--- config.mk ---
export PLATFORM = sky130hd
export DESIGN_NAME = bus_cycle_arbiter
export DESIGN_NICKNAME = d
export VERILOG_FILES = /design/src/rtl/bus_cycle_arbiter.sv
export SDC_FILE = /design/constraint.sdc
export NUM_CORES = 1
export LEC_CHECK = 0
export CAP_MARGIN = 20
export CORE_UTILIZATION = 40
export DETAILED_ROUTE_END_ITERATION = 8
export GPL_ROUTABILITY_DRIVEN = 0
export PLACE_DENSITY = 0.85
export SYNTH_ARGS = -nofsm -noshare
export SYNTH_HDL_FRONTEND = slang
export SYNTH_SLANG_ARGS = --single-unit
--- constraint.sdc ---
create_clock -name clock -period 1.8 [get_ports clock]
set_input_delay 0.18 -clock clock [delete_from_list [all_inputs] [get_ports clock]]
set_output_delay 0.18 -clock clock [all_outputs]
set_load 0.01 [all_outputs]
--- src/rtl/bus_cycle_arbiter.sv ---
// bus_cycle_arbiter: two-requester round-robin arbiter that runs one
// multiplexed address/data bus cycle (T1, T2, T3, optional TW, T4) per grant.
// Optional feature: define BUS_CYCLE_ARBITER_WAIT_TIMEOUT_EN to bound the
// wait states at TIMEOUT cycles; an expired cycle completes with err.
module bus_cycle_arbiter #(
    parameter int unsigned ADDR_W  = 20,
    parameter int unsigned DATA_W  = 8,
    parameter int unsigned TIMEOUT = 16
) (
    input  logic              clock,
    input  logic              resetb,
    input  logic [1:0]        req,
    input  logic [1:0]        rnw,
    input  logic [1:0]        io,
    input  logic [ADDR_W-1:0] addr0,
    input  logic [ADDR_W-1:0] addr1,
    input  logic [DATA_W-1:0] wdata0,
    input  logic [DATA_W-1:0] wdata1,
    input  logic              ready,
    input  logic [DATA_W-1:0] bus_din,
    output logic [1:0]        gnt,
    output logic [1:0]        done,
    output logic              err,
    output logic [DATA_W-1:0] rdata,
    output logic              ALE,
    output logic              rdb,
    output logic              wrb,
    output logic              IOM,
    output logic [ADDR_W-1:0] ad_out,
    output logic              ad_oe
);

    localparam logic [5:0] S_IDLE = 6'b000001;
    localparam logic [5:0] S_T1   = 6'b000010;
    localparam logic [5:0] S_T2   = 6'b000100;
    localparam logic [5:0] S_T3   = 6'b001000;
    localparam logic [5:0] S_TW   = 6'b010000;
    localparam logic [5:0] S_T4   = 6'b100000;

    // A zero limit would expire before the first wait state could be counted.
    if (TIMEOUT == 0) begin : g_timeout_check
        $error("bus_cycle_arbiter: TIMEOUT must be at least 1");
    end

    logic [5:0]        state;
    logic [5:0]        state_d;

    // Transaction latched on the IDLE->T1 edge.
    logic              sel;
    logic              last;
    logic              lat_rnw;
    logic              lat_io;
    logic [ADDR_W-1:0] lat_addr;
    logic [DATA_W-1:0] lat_wdata;

    logic              start;
    logic              pick;
    logic              cur_sel;
    logic              cur_rnw;
    logic              cur_io;
    logic [ADDR_W-1:0] cur_addr;
    logic [DATA_W-1:0] cur_wdata;

    logic              wait_expired;
    logic              capture;
    logic              busy_d;
    logic              in_strobe;
    logic              data_phase;

    logic              ale_d;
    logic              rdb_d;
    logic              wrb_d;
    logic              iom_d;
    logic              ad_oe_d;
    logic [ADDR_W-1:0] ad_out_d;
    logic [1:0]        gnt_d;
    logic [1:0]        done_d;

    // Next state, arbitration and next values of the registered bus outputs.
    always_comb begin
        state_d    = state;
        start      = 1'b0;
        // last=1 means requester 1 was served last, so requester 0 wins a tie.
        pick       = (req == 2'b10) || ((req == 2'b11) && !last);

        case (state)
            S_IDLE: begin
                if (|req) begin
                    state_d = S_T1;
                    start   = 1'b1;
                end
            end
            S_T1:    state_d = S_T2;
            S_T2:    state_d = S_T3;
            S_T3:    state_d = ready ? S_T4 : S_TW;
            S_TW: begin
                if (ready || wait_expired) begin
                    state_d = S_T4;
                end
            end
            S_T4:    state_d = S_IDLE;
            default: state_d = S_IDLE;
        endcase

        // While starting, the outputs for T1 come straight from the winner's inputs.
        cur_sel    = start ? pick : sel;
        cur_rnw    = start ? rnw[pick] : lat_rnw;
        cur_io     = start ? io[pick] : lat_io;
        cur_addr   = start ? (pick ? addr1 : addr0) : lat_addr;
        cur_wdata  = start ? (pick ? wdata1 : wdata0) : lat_wdata;

        busy_d     = (state_d != S_IDLE);
        in_strobe  = (state_d == S_T2) || (state_d == S_T3) || (state_d == S_TW);
        data_phase = in_strobe || (state_d == S_T4);

        ale_d      = (state_d == S_T1);
        rdb_d      = !(in_strobe && cur_rnw);
        wrb_d      = !(in_strobe && !cur_rnw);
        iom_d      = busy_d && cur_io;
        ad_oe_d    = (state_d == S_T1) || (data_phase && !cur_rnw);
        ad_out_d   = '0;
        if (state_d == S_T1) begin
            ad_out_d = cur_addr;
        end else if (data_phase && !cur_rnw) begin
            ad_out_d = ADDR_W'(cur_wdata);
        end
        gnt_d      = busy_d ? {cur_sel, !cur_sel} : 2'b00;
        done_d     = (state_d == S_T4) ? {cur_sel, !cur_sel} : 2'b00;

        capture    = ((state == S_T3) || (state == S_TW)) && ready && lat_rnw;
    end

    // State register.
    always_ff @(posedge clock or negedge resetb) begin
        if (!resetb) begin
            state <= S_IDLE;
        end else begin
            state <= state_d;
        end
    end

    // Latch the winning requester's transaction and update the round-robin pointer.
    always_ff @(posedge clock or negedge resetb) begin
        if (!resetb) begin
            sel       <= 1'b0;
            last      <= 1'b1;
            lat_rnw   <= 1'b0;
            lat_io    <= 1'b0;
            lat_addr  <= '0;
            lat_wdata <= '0;
        end else if (start) begin
            sel       <= pick;
            last      <= pick;
            lat_rnw   <= rnw[pick];
            lat_io    <= io[pick];
            lat_addr  <= pick ? addr1 : addr0;
            lat_wdata <= pick ? wdata1 : wdata0;
        end
    end

    // Registered bus strobes, grant and completion.
    always_ff @(posedge clock or negedge resetb) begin
        if (!resetb) begin
            ALE    <= 1'b0;
            rdb    <= 1'b1;
            wrb    <= 1'b1;
            IOM    <= 1'b0;
            ad_oe  <= 1'b0;
            ad_out <= '0;
            gnt    <= 2'b00;
            done   <= 2'b00;
        end else begin
            ALE    <= ale_d;
            rdb    <= rdb_d;
            wrb    <= wrb_d;
            IOM    <= iom_d;
            ad_oe  <= ad_oe_d;
            ad_out <= ad_out_d;
            gnt    <= gnt_d;
            done   <= done_d;
        end
    end

    // Read data captured on the edge that ends the strobe phase with ready.
    always_ff @(posedge clock or negedge resetb) begin
        if (!resetb) begin
            rdata <= '0;
        end else if (capture) begin
            rdata <= bus_din;
        end
    end

`ifdef BUS_CYCLE_ARBITER_WAIT_TIMEOUT_EN
    localparam int unsigned CNT_W = (TIMEOUT > 1) ? $clog2(TIMEOUT) : 1;

    logic [CNT_W-1:0] wait_cnt;

    assign wait_expired = (state == S_TW) && (wait_cnt == CNT_W'(TIMEOUT - 1));

    // Count wait states; cleared outside TW, on ready and on expiry.
    always_ff @(posedge clock or negedge resetb) begin
        if (!resetb) begin
            wait_cnt <= '0;
        end else if ((state == S_TW) && !ready && !wait_expired) begin
            wait_cnt <= wait_cnt + CNT_W'(1);
        end else begin
            wait_cnt <= '0;
        end
    end

    // Timeout flag raised together with done when the wait limit forces T4.
    always_ff @(posedge clock or negedge resetb) begin
        if (!resetb) begin
            err <= 1'b0;
        end else begin
            err <= wait_expired && !ready;
        end
    end
`else
    assign wait_expired = 1'b0;
    assign err          = 1'b0;
`endif

endmodule

==> results_dict.tcl <==
set metrics [dict create \
    status "finished, final reports clean" \
    synth_top_cell_by_area "dfrtp_1" \
    cp_max_fo 5 \
    mappedNetlistArea_um2 2370 \
    use_met3 0.0368 \
    clk_pin_slew_ns 0.09 \
    max_cap_viol_count 0 \
    max_stage_delay_ns 0.46 \
    fin_crit_ns 1.69 \
    dpl.hpwl_um 4130 \
    p_clk_frac 0.144 \
    io_pins 111 \
    cts_tree "yes" \
    avgSynthCellArea_um2 11.9 \
    synthArstFlopShare 1.00 \
    rsz0062_at_grt "no" \
    drive_gt1_frac 0.132 \
    max_freq_ghz 0.593 \
    critical_path.cell_chain "nor4_2 > nand3_2 > inv_2 > mux2_2 > nand2b_1" \
    cp.required_ns 2.03 \
    slew_viol_final 0 \
    drt_iter0_drc 71 \
    vias 1853 \
    dieArea_um2 6250 \
    diodes 0 \
    clk_latency_ns 0.30 \
    fillerInstances 490 \
    synth_commonest_cells "dfrtp_1, mux2i_1, nor2_1" \
    clockBufferDepth 2 \
    final_antenna_net_count 0 \
    met2_usage 0.337 \
    fin_tns_setup_ns 0 \
    fin_crit_sh 0.937 \
    grt_max_degree 56 \
    numPortBuffers 109 \
    grt_pass1_wl_um 8860 \
    wl_per_cell_um 13.7 \
    setup_slack_ns 0.113 \
    area_delta_synth_final_pct 56.6 \
    finalClockSkew_ns 0.00817 \
    min_path_type "in -> async" \
    arrival_ns 1.92 \
    p_seq_frac 0.414 \
    met1_usage 0.215 \
    design_area_um2 3720 \
    firstDrtPassIters 4 \
    cts_max_level 2 \
    p_comb_frac 0.442 \
    synth_area_leaders "dfrtp_1, mux2i_1, mux2_2" \
    synth_nets 273 \
    cts-buffers-inserted 5 \
    peakVddDrop_uv 590 \
    top_usage_layer "met2" \
    critPathCaptureType "flop" \
    globalRouteOverflowTotal 0 \
    post_dp_cell_area_um2 3610 \
    synth_top_area_share 0.537 \
    total_power_mw 4.74 \
    synth_seq_cells 55 \
    start_util 0.423 \
    crit_slowest_cell "dfrtp_1" \
    ys_warn_count 0 \
    setup.worst_path.start_class "flop" \
    cts_root_buf "clkbuf_8" \
    synthCells 200 \
    antenna_found_initial 0 \
    synth.most_common_cell "dfrtp_1" \
    pre_cts_ws_ns -0.0228 \
    pwr_density_cell_nw_per_um2 1270 \
    track_usage 0.185 \
    switching_share 0.325 \
    p_leak_nw 1.73 \
    drc 0 \
    cts.sink_count 55 \
    hold_violations 0 \
    p_sw_mw 1.54 \
    ys_seq_area_frac 0.582 \
    chipWidth_um 79.1 \
    synth.distinct_cells 38 \
    p_int_mw 3.20 \
    grt_pass1_vias 1931 \
    rows 27 \
    whs_ns 0.382 \
    vias_per_cell 4.76 \
    critPathKind "reg -> reg" \
    die_h_um 79.1 \
    final_net_count 389 \
    finalSetupViolations 0 \
    core_um2 5610 \
    synth-main-ff-cell "dfrtp_1" \
    synth-edff-count 0 \
    post_cts_buffers 0 \
    routed_wirelength_um 5330 \
]
[cell usage in the layout, fill, tap and decap left out, types with 2 or more instances in the layout]
cell,n
a21o_1,10
a21oi_1,2
and2_1,2
buf_12,2
buf_4,9
clkbuf_8,6
clkdlybuf4s50_1,108
dfrtp_1,50
dfstp_2,4
inv_1,3
mux2_2,10
mux2i_1,29
nand2_1,12
nor2_1,29
nor2b_1,2
o21ai_0,8
xor2_1,2
[worst paths after layout]
path,startpoint,endpoint,slack (ns),cells past startpoint
worst max register to register,state[4]$_DFF_PN0_,wrb$_DFF_PN1_,0.11,5
max in group asynchronous,resetb,rdb$_DFF_PN1_,1.13,3
worst min-delay path,resetb,state[1]$_DFF_PN0_,0.38,3
worst min register to register,lat_io$_DFF_PN0_,IOM$_DFF_PN0_,0.48,1
worst max-delay path,state[4]$_DFF_PN0_,wrb$_DFF_PN1_,0.11,5
min in group clock,ready,state[4]$_DFF_PN0_,0.46,2
[routing by layer]
metal / vias up / wire length (um)
li1: 914 / -
met5: - / 0
met2: 65 / 2820
met1: 865 / 2140
met4: 0 / 97
met3: 9 / 270
[cell type report]
type / count / area, um^2 / area share
inverters: 4 / 15.0 / 0.00404
clock inverters: 1 / 5.00 / 0.00135
flip-flops and latches: 55 / 1380 / 0.372
repair buffers: 121 / 1200 / 0.324
clock buffers: 7 / 86.3 / 0.0232
multi-input cells: 129 / 937 / 0.252
well taps: 72 / 90.1 / 0.0242
[critical path, delay by kind of cell (launching register included)]
kind	cells	cell delay, ns
simple gates	3	0.70
buf+inv	1	0.10
mux	1	0.36
flops	1	0.46
[per-stage QoR]
stage	utilization	instances
4_1_cts	0.662	389
5_1_grt	0.663	389
3_5_place_dp	0.644	380
2_1_floorplan	-	200
3_3_place_gp	0.644	380
6_report	0.663	389
[power by group through the flow]
stage               sequential, mW  clock (mW)  combinational, mW
floorplan                     2.08           0              0.904
global placement              1.97           0               2.05
detailed placement            1.98           0               2.11
CTS                           1.97       0.705               2.12
global route                  2.02       0.759               2.31
finish                        1.96       0.681               2.10
[logic make-up (layout without fill, tap and decap cells)]
family	count (synthesis)	after routing	synth area share
simple gates	56	56	0.111
flops	55	55	0.582
mux	39	39	0.170
compound gates	31	31	0.0980
buf+inv	16	133	0.0306
xor+xnor	2	2	0.00738
other cells	1	1	0.00158
[flip-flops by register name, indices dropped and copies added, names as in the netlist]
register / flops
ad_oe: 1
ad_out: 20
IOM: 1
rdata: 8
done: 2
rdb: 1
lat_wdata: 8
ALE: 1
lat_io: 1
state: 6
gnt: 2
lat_rnw: 1
wrb: 1
sel: 1
last: 1
[repair_timing]
action	CTS	global route
setup endpoints to repair	0	9
resized for setup	0	2
hold buffers	1	0
endpoints found under the hold margin	51	0
Note: power is estimated with default switching activity, not from simulation.
